--- config.mk ---
export PLATFORM = sky130hd
export DESIGN_NAME = phase1_arbiter
export DESIGN_NICKNAME = d
export VERILOG_FILES = /design/src/rtl/phase1_arbiter.sv
export SDC_FILE = /design/constraint.sdc
export NUM_CORES = 1
export LEC_CHECK = 0
export CAP_MARGIN = 30
export CORE_AREA = 2 2 184 186
export DETAILED_ROUTE_END_ITERATION = 12
export DIE_AREA = 0 0 186 188
export PLACE_DENSITY = 0.5
export SLEW_MARGIN = 15
export SYNTH_ARGS = -nofsm -noshare
export SYNTH_HDL_FRONTEND = slang
export SYNTH_SLANG_ARGS = --single-unit
--- constraint.sdc ---
create_clock -name clk -period 5.3 [get_ports clk]
set_input_delay 0.53 -clock clk [delete_from_list [all_inputs] [get_ports clk]]
set_output_delay 0.53 -clock clk [all_outputs]
set_load 0.03 [all_outputs]
--- src/rtl/phase1_arbiter.sv ---
// Round-robin scheduler feeding one shared phase1 (sigmoid) unit; holds the teta register.
// Latency 2 cycles grant-to-response; rsp_ready low stalls S2, then S1, then grants.
`timescale 1ns/1ps
module phase1_arbiter #(
  parameter int NREQ = 4,
  parameter int IDW  = 2
) (
  input  logic              clk,
  input  logic              rst,
  input  logic [NREQ-1:0]   req,
  input  logic [NREQ*64-1:0] x_in,
  output logic [NREQ-1:0]   gnt,
  input  logic              teta_wr,
  input  logic [63:0]       teta_in,
  output logic              teta_ack,
  output logic [63:0]       ph_x,
  output logic [63:0]       ph_teta,
  input  logic [7:0]        ph_h,
  output logic              rsp_valid,
  input  logic              rsp_ready,
  output logic [IDW-1:0]    rsp_id,
  output logic [7:0]        rsp_h,
  output logic              busy
);

  logic            r_s1_valid;
  logic [IDW-1:0]  r_s1_id;
  logic [63:0]     r_ph_x;
  logic [63:0]     r_teta;
  logic [IDW-1:0]  r_ptr;
  logic            r_rsp_valid;
  logic [IDW-1:0]  r_rsp_id;
  logic [7:0]      r_rsp_h;

  logic            w_s2_free;
  logic            w_s1_adv;
  logic            w_s1_free;
  logic            w_grant;
  logic            w_pick_vld;
  logic [IDW-1:0]  w_pick_idx;
  logic [IDW:0]    w_cand;
  logic [63:0]     w_x [NREQ];

  for (genvar g = 0; g < NREQ; g++) begin : g_xslice
    assign w_x[g] = x_in[64*g +: 64];
  end

  assign w_s2_free = !r_rsp_valid || rsp_ready;
  assign w_s1_adv  = r_s1_valid && w_s2_free;
  assign w_s1_free = !r_s1_valid || w_s1_adv;

  // Search starts just after the last winner and wraps, so every requester gets a turn.
  always_comb begin
    w_pick_vld = 1'b0;
    w_pick_idx = '0;
    w_cand     = '0;
    for (int k = 1; k <= NREQ; k++) begin
      w_cand = {1'b0, r_ptr} + (IDW+1)'(k);
      if (w_cand >= (IDW+1)'(NREQ)) begin
        w_cand = w_cand - (IDW+1)'(NREQ);
      end
      if (!w_pick_vld && req[w_cand[IDW-1:0]]) begin
        w_pick_vld = 1'b1;
        w_pick_idx = w_cand[IDW-1:0];
      end
    end
  end

  // teta only changes with S1 empty and blocks grants, so no sample sees a mixed teta.
  assign teta_ack = !rst && teta_wr && !r_s1_valid;
  assign w_grant  = !rst && !teta_wr && w_s1_free && w_pick_vld;
  assign gnt      = w_grant ? (NREQ'(1) << w_pick_idx) : '0;

  always_ff @(posedge clk or posedge rst) begin
    if (rst) begin
      r_s1_valid  <= 1'b0;
      r_s1_id     <= '0;
      r_ph_x      <= '0;
      r_teta      <= '0;
      r_ptr       <= IDW'(NREQ-1);
      r_rsp_valid <= 1'b0;
      r_rsp_id    <= '0;
      r_rsp_h     <= '0;
    end else begin
      if (teta_ack) begin
        r_teta <= teta_in;
      end
      if (w_grant) begin
        r_s1_valid <= 1'b1;
        r_s1_id    <= w_pick_idx;
        r_ph_x     <= w_x[w_pick_idx];
        r_ptr      <= w_pick_idx;
      end else if (w_s1_free) begin
        r_s1_valid <= 1'b0;
      end
      if (w_s1_adv) begin
        r_rsp_valid <= 1'b1;
        r_rsp_id    <= r_s1_id;
        r_rsp_h     <= ph_h;
      end else if (r_rsp_valid && rsp_ready) begin
        r_rsp_valid <= 1'b0;
      end
    end
  end

  assign ph_x      = r_ph_x;
  assign ph_teta   = r_teta;
  assign rsp_valid = r_rsp_valid;
  assign rsp_id    = r_rsp_id;
  assign rsp_h     = r_rsp_h;
  assign busy      = r_s1_valid || r_rsp_valid;

endmodule

==> results of run 1 <==
## critical path, delay by kind of cell
kind,cells,cell delay (ns)
AOI/OAI and AO/OA,2,0.95
and+or+nand+nor,2,0.50
buffers and inverters,2,1.21
## cells in the final DEF (no fill, tap or decap), drive strengths merged, types with 15 or more instances in the layout
cell           netlist  layout
mux2                74      74
and3                51      51
nand2               24      24
a221oi              50      50
dfrtp              142     142
a21oi               53      53
mux2i               28      28
nor2                53      53
a21boi              52      52
clkbuf              44      18
o21ai               52      52
clkdlybuf4s50        0     480
o221ai              15      15
## stage by stage
stage	setup slack (ns)	cell area (um^2)
2_1_floorplan	0.9070	7301
3_3_place_gp	1.505	12560
6_report	1.572	13140
3_5_place_dp	1.481	12560
4_1_cts	1.509	13140
5_1_grt	1.403	13140
## worst max-delay path by stage
stage / slack [ns] / end / from / cells after the start
floorplan: 0.91 / ph_teta[0] / rst / 1
global placement: 1.51 / ph_x[43] / req[2] / 7
detailed placement: 1.48 / ph_x[43] / req[2] / 7
CTS: 1.51 / gnt[3] / req[2] / 6
global route: 1.40 / gnt[3] / req[3] / 6
finish: 1.57 / gnt[3] / req[2] / 6
## report_power, final
part	total, mW	switching, mW	leakage [nW]	internal [mW]
logic	2.21	1.23	3.26	0.980
registers	1.52	0.152	1.67	1.37
clock network	1.23	0.555	0.280	0.675
## final cells by class
cell class | count | area, um^2 | share of cell area (%)
clock buffers | 18 | 439.2 | 3.341
well taps | 448 | 560.5 | 4.265
multi-input cells | 474 | 3487 | 26.53
repair buffers | 490 | 4892 | 37.22
inverters | 2 | 12.51 | 0.09519
clock inverters | 14 | 143.9 | 1.095
flip-flops and latches | 144 | 3606 | 27.43
diodes | 1 | 2.502 | 0.01904
## kinds of logic (layout without fill, tap and decap cells)
group,Yosys count,count (layout),synth area share (%)
multiplexers,102,102,15.25
AO/OA/AOI/OAI,229,229,21.90
flip-flops,144,144,49.39
other,0,1,0
buffers and inverters,66,524,3.805
AND/OR/NAND/NOR,143,143,9.649
## sequential cells by signal (all words and copies together), names as in the netlist
name        count
rsp_valid       1
ph_teta        64
ph_x           64
rsp_id          2
r_s1_valid      1
r_ptr           2
r_s1_id         2
rsp_h           8
## routing by layer
metal	up-vias	share of wire [%]	track usage, %
li1	3439	-	-
met1	3506	40	20.94
met2	320	50	31.96
met3	32	8.2	4.506
met4	2	2.0	5.875
met5	-	0.041	0
==> flow_summary_export.csv, run 1 <==
group,metric,value,unit
logic_synthesis,count_of_distinct_cell_types_in_the_synthesized_netlist,34,
setup_path,critical-path-max-stage-delay,0.78,ns
route,wl_per_cell,20.17,um
cells_and_area,fin_util,39.69,%
floorplanning,core.rowCount,67,
logic_synthesis,ys_ff_latch,144,
logic_synthesis,cell_type_with_the_highest_aggregate_area_in_the_netlist,"sky130_fd_sc_hd__dfrtp_1",
clock_network,worstSkewPairLatency,0.43,ns
timing,setup_total_negative_slack,0,ns
hold_path,min_to,"r_s1_id[1]",
floorplanning,initial_utilization,22.05,%
power_and_ir_drop,leakage,5.211,nW
cells_and_area,finish.net_count,1465,
logic_synthesis,synth_top_area_share,48.67,%
cells_and_area,count_of_placed_standard_cells_in_the_final_layout_fillers_left_out,1591,
clock_network,ctsRootBufferMaster,"sky130_fd_sc_hd__clkbuf_16",
outcome,status,"finished clean",
place,numPlacedInstances,1558,
clock_network,h-tree-depth,4,
route,routed_wl,32.08,mm
clock_network,ctsLongestPathBuffers,2,
logic_synthesis,yosys-top-cells-count,"sky130_fd_sc_hd__dfrtp_1, sky130_fd_sc_hd__mux2_2, sky130_fd_sc_hd__a21oi_1, sky130_fd_sc_hd__nor2_1, sky130_fd_sc_hd__and3_1",
setup_path,required,4.77,ns
setup_path,rr_startpoint,"r_ptr[1]",
logic_synthesis,synth_enable_flop_cells,0,
clock_network,post_cts_resize_count,0,
power_and_ir_drop,post-layout-total-power,4.957,mW
logic_synthesis,synthesis.area_per_instance,10.67,um^2
cells_and_area,fillCellCount,3207,
route,ant_nets,0,
timing,final_period_minus_worst_setup_slack,3.728,ns
timing,tightestPinTransition,0.9656,ns
setup_path,crit_path_cell_trace,"clkdlybuf4s50_1 > nand2b_1 > a21boi_1 > o221ai_4 > nor3b_1 > clkdlybuf4s50_1",
hold_path,whs_path_depth,2,
timing,report.final.hold_viol_count,0,
cells_and_area,fraction_of_layout_instances_using_a_drive_strength_above_1,12.08,%
setup_path,endpoint_kind,"primary output",
global_route,grt_antenna_before_repair,2,
global_route,grt.overflow.total,0,
global_route,wire_length_of_the_first_global_routing_pass,47.03,mm
global_route,gr_usage_total,17.99,%
clock_network,clock-sinks,144,
floorplanning,dieArea,34970,um^2
logic_synthesis,async_flop_share,100.0,%
setup_path,reg2reg_depth,6,
logic_synthesis,synth.yosys.seq_area_share,49.39,%
route,drcViolationCount,0,
logic_synthesis,post_synth_main_area_contributors,"sky130_fd_sc_hd__dfrtp_1, sky130_fd_sc_hd__mux2_2, sky130_fd_sc_hd__a221oi_1",
floorplanning,core_region_area,33110,um^2
setup_path,cp.arrival,3.20,ns
power_and_ir_drop,peak_supply_drop,0.2133,mV
clock_network,clk_transition_reported_paths,0.06,ns
setup_path,cp_slowest_cell,"sky130_fd_sc_hd__o221ai_4",
route,drt_pass1_iterations,4,
timing,maxSlewViolCount,0,
logic_synthesis,yosysMostFrequentCell,"sky130_fd_sc_hd__dfrtp_1",
global_route,grt_pass1_vias,7506,
floorplanning,die_height,188,um
timing,grt_setup_unrepaired,"no",
place,dpl.hpwl,23.48,mm
logic_synthesis,synth_area,7301,um^2
floorplanning,top_level_ports,481,
floorplanning,die_w,186,um
hold_path,worst_hold_startpoint,"r_s1_id[1]",
setup_path,critical_path_class,"in2out",
timing,clock-skew-final,0.007869,ns
setup_path,timing.critical_path.fanout_max,27,
hold_path,hold_wc_path_type,"reg2reg",
clock_network,cts_post_setup_buffers_inserted,0,
route,dr.first_iter.drc_count,322,
place,gp_congestion,0.8006,
cells_and_area,area_growth,80.03,%
place,io_buffer_count,480,
clock_network,cts_buffers,17,
setup_path,critPathLaunchType,"primary input",
route,route.vias.total,7299,
route,viasPerCell,4.588,
logic_synthesis,synth_warnings,0,
clock_network,cts_hold_buf,0,
power_and_ir_drop,powerDensity,377.1,nW/um^2
global_route,maximum_number_of_pins_on_one_net_before_global_route_repair,101,
logic_synthesis,synthesis.nets,1020,
timing,setup_viol,0,
timing,fin_worst_hold_slack,0.4843,ns
timing,timing.final.crit_share,70.34,%
timing,max_clock_freq,0.2682,GHz
timing,slew_headroom,35.63,%
setup_path,crit_top_cell,"sky130_fd_sc_hd__clkdlybuf4s50_1",
setup_path,r2r_setup_slack,2.09,ns
logic_synthesis,synth_top_flop_cell,"sky130_fd_sc_hd__dfrtp_1",
flow_run,count_of_maximum_capacitance_violations,0,
setup_path,r2r-end,"ph_x[60]",
clock_network,tritoncts,"built",
logic_synthesis,synthesis.instances,684,
No activity file was read; power rests on OpenSTA's default activity.
==> run 2, diff against run 1 <==
--- a/config.mk
+++ b/config.mk
@@ -9,7 +9,7 @@
 export CORE_AREA = 2 2 184 186
 export DETAILED_ROUTE_END_ITERATION = 12
 export DIE_AREA = 0 0 186 188
-export PLACE_DENSITY = 0.5
+export PLACE_DENSITY = 0.52
 export SLEW_MARGIN = 15
 export SYNTH_ARGS = -nofsm -noshare
 export SYNTH_HDL_FRONTEND = slang
==> constraint.sdc (replaced) <==
create_clock -name clk -period 3 [get_ports clk]
set_input_delay 0.3 -clock clk [delete_from_list [all_inputs] [get_ports clk]]
set_output_delay 0.3 -clock clk [all_outputs]
set_load 0.03 [all_outputs]
==> run 2 against run 1 <==
  * Die area is the same
  * Worst setup slack worse by 1.3 ns
  * Sequential share of layout area decreased by 0.29 points
  * Count of clock-buffer cells in the layout unchanged
  * Final area up 1.1%
  * First-iteration DRC count is 27% lower
  * Cell count rose by 0.75%
  * Hold slack lost 0.096 ns
  * Largest power group unchanged
  * Highest routed layer unchanged
==> flow_summary_export.csv, run 2 (synthesis gave the netlist of run 1 again) <==
group,metric,value,unit
timing,grt_setup_unrepaired,"no",
setup_path,reg2reg_depth,7,
clock_network,cts_hold_buf,0,
timing,maxSlewViolCount,0,
power_and_ir_drop,sequentialPowerShare,30.9,%
timing,tightestPinTransition,0.6836,ns
route,dr.first_iter.drc_count,234,
flow_run,count_of_maximum_capacitance_violations,0,
clock_network,clock-sinks,144,
clock_network,tritoncts,"built",
global_route,gr_usage_total,17.73,%
power_and_ir_drop,share_clk_of_total_power,24.7,%
power_and_ir_drop,leakage,5.286,nW
hold_path,hold_wc_path_type,"in2async",
route,routed_wl,31.42,mm
clock_network,h-tree-depth,4,
power_and_ir_drop,part_of_the_total_power_dissipated_in_combinational_logic,44.4,%
route,drt_pass1_iterations,4,
timing,timing.final.crit_share,91.71,%
setup_path,critical-path-top-delay-family,"buffers and inverters",
cells_and_area,finish.net_count,1476,
route,ant_nets,0,
clock_network,ctsRootBufferMaster,"sky130_fd_sc_hd__clkbuf_16",
power_and_ir_drop,power.net_switching,3.328,mW
floorplanning,top_level_ports,481,
floorplanning,dieArea,34970,um^2
power_and_ir_drop,internal_power,5.426,mW
timing,clock-skew-final,0.009468,ns
setup_path,cp.arrival,2.45,ns
setup_path,critical_path_buf_inv_count,1,
clock_network,ctsLongestPathBuffers,2,
timing,setup_viol,0,
cells_and_area,top_library_cells_by_usage_in_the_layout_fill_and_taps_aside,"sky130_fd_sc_hd__clkdlybuf4s50_1, sky130_fd_sc_hd__dfrtp_1, sky130_fd_sc_hd__mux2_2, sky130_fd_sc_hd__nor2_1, sky130_fd_sc_hd__a21oi_1",
clock_network,worstSkewPairLatency,0.44,ns
global_route,maximum_number_of_pins_on_one_net_before_global_route_repair,101,
timing,max_clock_freq,0.3635,GHz
power_and_ir_drop,switching_power_as_a_share_of_total_power,38.02,%
floorplanning,core_region_area,33110,um^2
clock_network,clk_transition_reported_paths,0.07,ns
place,dpl.hpwl,23.81,mm
setup_path,critical-path-max-stage-delay,0.70,ns
global_route,wire_length_of_the_first_global_routing_pass,46.63,mm
timing,setup_total_negative_slack,0,ns
route,drcViolationCount,0,
setup_path,timing.critical_path.fanout_max,10,
floorplanning,core.rowCount,67,
timing,slew_headroom,54.33,%
place,io_buffer_count,480,
setup_path,endpoint_kind,"primary output",
clock_network,cts_post_setup_buffers_inserted,0,
route,route.vias.total,7317,
cells_and_area,fraction_of_layout_instances_using_a_drive_strength_above_1,12.92,%
setup_path,r2r_setup_slack,0.72,ns
power_and_ir_drop,peak_supply_drop,0.3752,mV
setup_path,crit_cells,5,
place,gp_congestion,0.7798,
outcome,status,"finished clean",
setup_path,crit_path_cell_trace,"nand2_1 > a21o_1 > o221ai_4 > and3_1 > clkdlybuf4s50_1",
global_route,grt_antenna_before_repair,3,
setup_path,rr_startpoint,"r_ptr[1]",
global_route,grt.overflow.total,0,
cells_and_area,most_frequent_standard_cell_in_the_layout_excluding_fill_and_tap_cells,"sky130_fd_sc_hd__clkdlybuf4s50_1",
setup_path,critical_path_class,"reg2out",
timing,final_period_minus_worst_setup_slack,2.751,ns
route,wl_per_cell,19.60,um
floorplanning,die_height,188,um
setup_path,cp_slowest_cell,"sky130_fd_sc_hd__clkdlybuf4s50_1",
setup_path,r2r-end,"ph_x[22]",
route,viasPerCell,4.565,
setup_path,critPathLaunchType,"register",
floorplanning,initial_utilization,22.05,%
cells_and_area,area_growth,81.97,%
floorplanning,die_w,186,um
global_route,grt_pass1_vias,7439,
power_and_ir_drop,powerDensity,659.0,nW/um^2
clock_network,cts_buffers,17,
setup_path,required,2.70,ns
clock_network,post_cts_resize_count,0,
cells_and_area,fin_util,40.12,%
timing,report.final.hold_viol_count,0,
## run 2: changes by cell type in the layout (fill, tap and decap cells not counted), sizes merged
cell,previous run,this run
inv,9,5
clkinv,3,5
buf,10,23
clkdlybuf4s50,480,478
clkinvlp,3,4
bufinv,1,2
diode,1,2
## run 2: layout make-up
type	instances	area, um^2
Antenna cell	2	5.005
Clock buffer	18	429.2
Clock inverter	14	156.4
Fill cell	3264	19830
Inverter	2	11.26
Multi-Input combinational cell	474	3485
Sequential cell	144	3606
Tap cell	448	560.5
Timing Repair Buffer	501	5032
## run 2: power groups by stage
stage | logic, mW | clock network, mW | registers [mW]
3_3_place_gp | 3.93 | 0 | 2.72
2_1_floorplan | 1.15 | 0 | 3.61
3_5_place_dp | 3.92 | 0 | 2.74
5_1_grt | 4.14 | 2.32 | 2.77
4_1_cts | 3.93 | 2.24 | 2.71
6_report | 3.89 | 2.16 | 2.70
## run 2: per-layer routing
metal | GRT usage, % | vias up | share of wire (%)
met1 | 20.96 | 3498 | 40
met4 | 6.541 | 2 | 2.1
met2 | 29.85 | 319 | 49
li1 | - | 3464 | -
met3 | 5.652 | 34 | 8.7
met5 | 0 | - | 0.041
## run 2: worst reg2reg max path: stages (launching register included)
cell                       delay (ns)
sky130_fd_sc_hd__dfstp_2         0.67
sky130_fd_sc_hd__nand2_1         0.16
sky130_fd_sc_hd__a21o_1          0.22
sky130_fd_sc_hd__o221ai_4        0.07
sky130_fd_sc_hd__buf_4           0.34
sky130_fd_sc_hd__buf_4           0.40
sky130_fd_sc_hd__o21ai_0         0.20
sky130_fd_sc_hd__a21oi_1         0.15
## run 2: worst max path at each step
| stage | to | startpoint | slack [ns] |
|---|---|---|---|
| 6_report | gnt[1] | r_ptr[1] | 0.25 |
| 5_1_grt | gnt[1] | r_ptr[1] | 0.17 |
| 4_1_cts | gnt[1] | r_ptr[1] | 0.22 |
| 3_5_place_dp | ph_x[0] | req[0] | 0.28 |
| 3_3_place_gp | ph_x[17] | req[0] | 0.35 |
| 2_1_floorplan | gnt[3] | r_ptr[1] | 0.58 |
## run 2: per-stage QoR
step	hold slack, ns	cells	total power, mW	area (um^2)	setup slack (ns)
after CTS	0.3966	1601	8.885	13280	0.2210
after global routing	0.4405	1603	9.227	13290	0.1693
after detailed placement	0.4717	1569	6.660	12690	0.2793
final	0.3880	1603	8.754	13290	0.2486
after global placement	0.4704	1569	6.647	12690	0.3508
after floorplan	0.4348	684	4.758	7305	0.5832
==> run 3, diff against run 2 <==
--- a/config.mk
+++ b/config.mk
@@ -5,11 +5,12 @@
 export SDC_FILE = /design/constraint.sdc
 export NUM_CORES = 1
 export LEC_CHECK = 0
+export ABC_AREA = 1
 export CAP_MARGIN = 30
-export CORE_AREA = 2 2 184 186
+export CORE_AREA = 2 2 186 188
 export DETAILED_ROUTE_END_ITERATION = 12
-export DIE_AREA = 0 0 186 188
-export PLACE_DENSITY = 0.52
+export DIE_AREA = 0 0 188 190
+export PLACE_DENSITY = 0.55
 export SLEW_MARGIN = 15
 export SYNTH_ARGS = -nofsm -noshare
 export SYNTH_HDL_FRONTEND = slang
==> run 3 against run 2 <==
  * Synthesized cell count up 87%
  * Combinational power rose to 2.9 times the previous value
  * Routed wire length up 18%
  * Highest routed layer unchanged
  * Cell count up 37%
  * Non-clock buffer count up 9
  * Die area up 2.2%
  * Via count up 33%
==> flow_summary_export.csv, run 3 <==
group,metric,value,unit
outcome,status,"finished clean",
route,dr.first_iter.drc_count,356,
setup_path,critical-path-max-stage-delay,0.58,ns
route,drcViolationCount,0,
cells_and_area,count_of_placed_standard_cells_in_the_final_layout_fillers_left_out,2195,
global_route,maximum_number_of_pins_on_one_net_before_global_route_repair,145,
clock_network,clk_transition_reported_paths,0.07,ns
logic_synthesis,count_of_distinct_cell_types_in_the_synthesized_netlist,23,
hold_path,hold_wc_path_type,"in2reg",
setup_path,cp_slowest_cell,"sky130_fd_sc_hd__dfstp_2",
route,viasPerCell,4.423,
clock_network,h-tree-depth,4,
timing,maxSlewViolCount,0,
setup_path,critical_path_class,"reg2out",
floorplanning,top_level_ports,481,
power_and_ir_drop,powerDensity,1180,nW/um^2
logic_synthesis,synthesis.instances,1281,
logic_synthesis,synth_enable_flop_cells,0,
global_route,grt_util_met2,35.44,%
timing,tightestPinTransition,1.010,ns
cells_and_area,top_library_cells_by_usage_in_the_layout_fill_and_taps_aside,"sky130_fd_sc_hd__nand2_1, sky130_fd_sc_hd__clkdlybuf4s50_1, sky130_fd_sc_hd__dfrtp_1, sky130_fd_sc_hd__nand3_1, sky130_fd_sc_hd__buf_4",
global_route,grt_pass1_vias,9362,
floorplanning,die_w,188,um
clock_network,worstSkewPairLatency,0.44,ns
clock_network,clock-sinks,144,
clock_network,cts_buffers,17,
setup_path,endpoint_kind,"primary output",
flow_run,count_of_maximum_capacitance_violations,0,
logic_synthesis,cell_type_with_the_highest_aggregate_area_in_the_netlist,"sky130_fd_sc_hd__dfrtp_1",
place,area_after_detailed_placement,13490,um^2
cells_and_area,most_frequent_standard_cell_in_the_layout_excluding_fill_and_tap_cells,"sky130_fd_sc_hd__nand2_1",
hold_path,worst_hold_startpoint,"teta_in[33]",
logic_synthesis,yosysMostFrequentCell,"sky130_fd_sc_hd__nand2_1",
cells_and_area,fin_util,41.81,%
route,routed_wl,36.99,mm
timing,setup_viol,0,
logic_synthesis,synth_top_area_share,42.51,%
power_and_ir_drop,peak_supply_drop,1.050,mV
cells_and_area,finish.net_count,2061,
logic_synthesis,synth.yosys.seq_area_share,43.14,%
timing,max_clock_freq,0.3504,GHz
setup_path,required,2.70,ns
cells_and_area,fraction_of_layout_instances_using_a_drive_strength_above_1,6.102,%
timing,clock-skew-final,0.01212,ns
route,drt_pass1_iterations,5,
global_route,global_route.usage.met1,24.35,%
floorplanning,initial_utilization,24.62,%
global_route,grt_most_used_layer,"met2",
clock_network,ctsLongestPathBuffers,2,
global_route,gr-usage-met3,5.479,%
logic_synthesis,synthesis.nets,1617,
power_and_ir_drop,leakage,7.154,nW
logic_synthesis,synth_warnings,0,
clock_network,cts_hold_buf,0,
global_route,gr_usage_total,20.15,%
logic_synthesis,yosys-top-cells-count,"sky130_fd_sc_hd__nand2_1, sky130_fd_sc_hd__dfrtp_1, sky130_fd_sc_hd__nand3_1, sky130_fd_sc_hd__buf_2, sky130_fd_sc_hd__buf_4",
timing,slew_headroom,32.68,%
logic_synthesis,synth_area,8359,um^2
floorplanning,die_height,190,um
setup_path,rr_startpoint,"r_ptr[0]",
logic_synthesis,synthesis.area_per_instance,6.526,um^2
setup_path,cp.arrival,2.55,ns
place,dpl.hpwl,27.62,mm
place,io_buffer_count,480,
logic_synthesis,post_synth_main_area_contributors,"sky130_fd_sc_hd__dfrtp_1, sky130_fd_sc_hd__nand2_1, sky130_fd_sc_hd__nand3_1",
setup_path,r2r_setup_slack,0.43,ns
global_route,grt.overflow.total,0,
setup_path,critPathLaunchType,"register",
logic_synthesis,synth_top_flop_cell,"sky130_fd_sc_hd__dfrtp_1",
timing,report.final.hold_viol_count,0,
route,ant_nets,0,
hold_path,min_to,"ph_teta[33]",
cells_and_area,area_growth,69.78,%
setup_path,reg2reg_depth,15,
global_route,wire_length_of_the_first_global_routing_pass,55.32,mm
setup_path,r2r-end,"ph_x[20]",
setup_path,timing.critical_path.fanout_max,16,
floorplanning,core_region_area,33950,um^2
hold_path,whs_path_depth,3,
route,wl_per_cell,16.85,um
cells_and_area,fillCellCount,3514,
cells_and_area,design_area,14190,um^2
route,route.vias.total,9709,
power_and_ir_drop,post-layout-total-power,16.75,mW
floorplanning,dieArea,35720,um^2
setup_path,crit_path_cell_trace,"inv_2 > nand2_2 > nand2_1 > nand2_1 > nand2_1 > nor2_2 > nand3_1 > nand2_4 > nand2_8 > buf_12 > nor3_1 > buf_4",
logic_synthesis,async_flop_share,100.0,%
timing,timing.final.crit_share,95.14,%
clock_network,tritoncts,"built",
place,gp_congestion,0.8280,
floorplanning,core.rowCount,68,
timing,final_period_minus_worst_setup_slack,2.854,ns
setup_path,crit_top_cell,"sky130_fd_sc_hd__nand2_1",
timing,setup_total_negative_slack,0,ns
global_route,grt_antenna_before_repair,8,
logic_synthesis,ys_ff_latch,144,
place,numPlacedInstances,2152,
clock_network,ctsRootBufferMaster,"sky130_fd_sc_hd__clkbuf_16",
[run 3: cell types whose count changed in the layout (fill, tap and decap cells not counted), moves of 9 or more]
| cell | previous run | this run |
|---|---|---|
| sky130_fd_sc_hd__a21boi_0 | 50 | 0 |
| sky130_fd_sc_hd__a21oi_1 | 52 | 0 |
| sky130_fd_sc_hd__a221oi_1 | 50 | 0 |
| sky130_fd_sc_hd__and3_1 | 51 | 0 |
| sky130_fd_sc_hd__buf_4 | 17 | 28 |
| sky130_fd_sc_hd__mux2_2 | 74 | 8 |
| sky130_fd_sc_hd__mux2i_1 | 28 | 0 |
| sky130_fd_sc_hd__nand2_1 | 23 | 859 |
| sky130_fd_sc_hd__nand2_2 | 1 | 13 |
| sky130_fd_sc_hd__nand3_1 | 0 | 135 |
| sky130_fd_sc_hd__nor2_1 | 53 | 1 |
| sky130_fd_sc_hd__o21ai_0 | 43 | 7 |
| sky130_fd_sc_hd__o21ai_1 | 9 | 0 |
[run 3: final cells by class]
class / count / area [um^2] / area share [%]
antenna: 3 / 7.507 / 0.05290
inverter: 15 / 60.06 / 0.4232
clock inverter: 14 / 175.2 / 1.234
tap: 455 / 569.3 / 4.011
timing repair buffer: 510 / 5100 / 35.93
sequential: 144 / 3606 / 25.41
multi-input combinational: 1037 / 4249 / 29.94
clock buffer: 17 / 425.4 / 2.997
[run 3: layer usage]
layer  routed length [um]  share of wire, %
met3                 2474               6.7
met4                  558               1.5
met1                15430                42
met2                18450                50
met5                   67              0.18
[run 3: worst max path at each step]
| stage | slack (ns) | depth (start not counted) | from | to |
|---|---|---|---|---|
| 5_1_grt | -0.02 | 14 | r_ptr[0] | gnt[1] |
| 2_1_floorplan | -0.57 | 6 | rst | gnt[1] |
| 3_3_place_gp | 0.46 | 15 | req[3] | ph_x[20] |
| 3_5_place_dp | 0.43 | 15 | req[0] | ph_x[20] |
| 4_1_cts | 0.01 | 14 | r_ptr[0] | gnt[1] |
| 6_report | 0.15 | 12 | r_ptr[0] | gnt[0] |
[run 3: kinds of logic after synthesis]
group	share of synthesized area (%)
buffers and inverters	6.765
DFF	43.14
AOI/OAI and AO/OA	0.4191
and+or+nand+nor	48.60
muxes	1.078
[run 3: power by group]
part / internal, mW / switching (mW)
Sequential: 2.68 / 0.395
Combinational: 4.13 / 7.30
Clock: 1.26 / 0.982
Total: 8.07 / 8.68
[run 3: what timing repair did]
item,4_1_cts,5_1_grt
setup buffers,0,8
hold endpoints to repair,0,0
setup endpoints to repair,0,3
gates resized for setup,0,1
[run 3: worst max-delay path, delay by kind of cell, from the launching register on]
| family | cells | cell delay [ns] |
|---|---|---|
| AND/OR/NAND/NOR | 9 | 1.08 |
| buffers and inverters | 3 | 0.46 |
| flip-flops | 1 | 0.58 |
[run 3: stage by stage]
step / hold WS (ns) / setup slack (ns)
2_1_floorplan: 0.4167 / -0.5721
3_5_place_dp: 0.4582 / 0.4344
4_1_cts: 0.3695 / 0.01363
6_report: 0.3984 / 0.1459
5_1_grt: 0.3892 / -0.02451
3_3_place_gp: 0.4523 / 0.4618
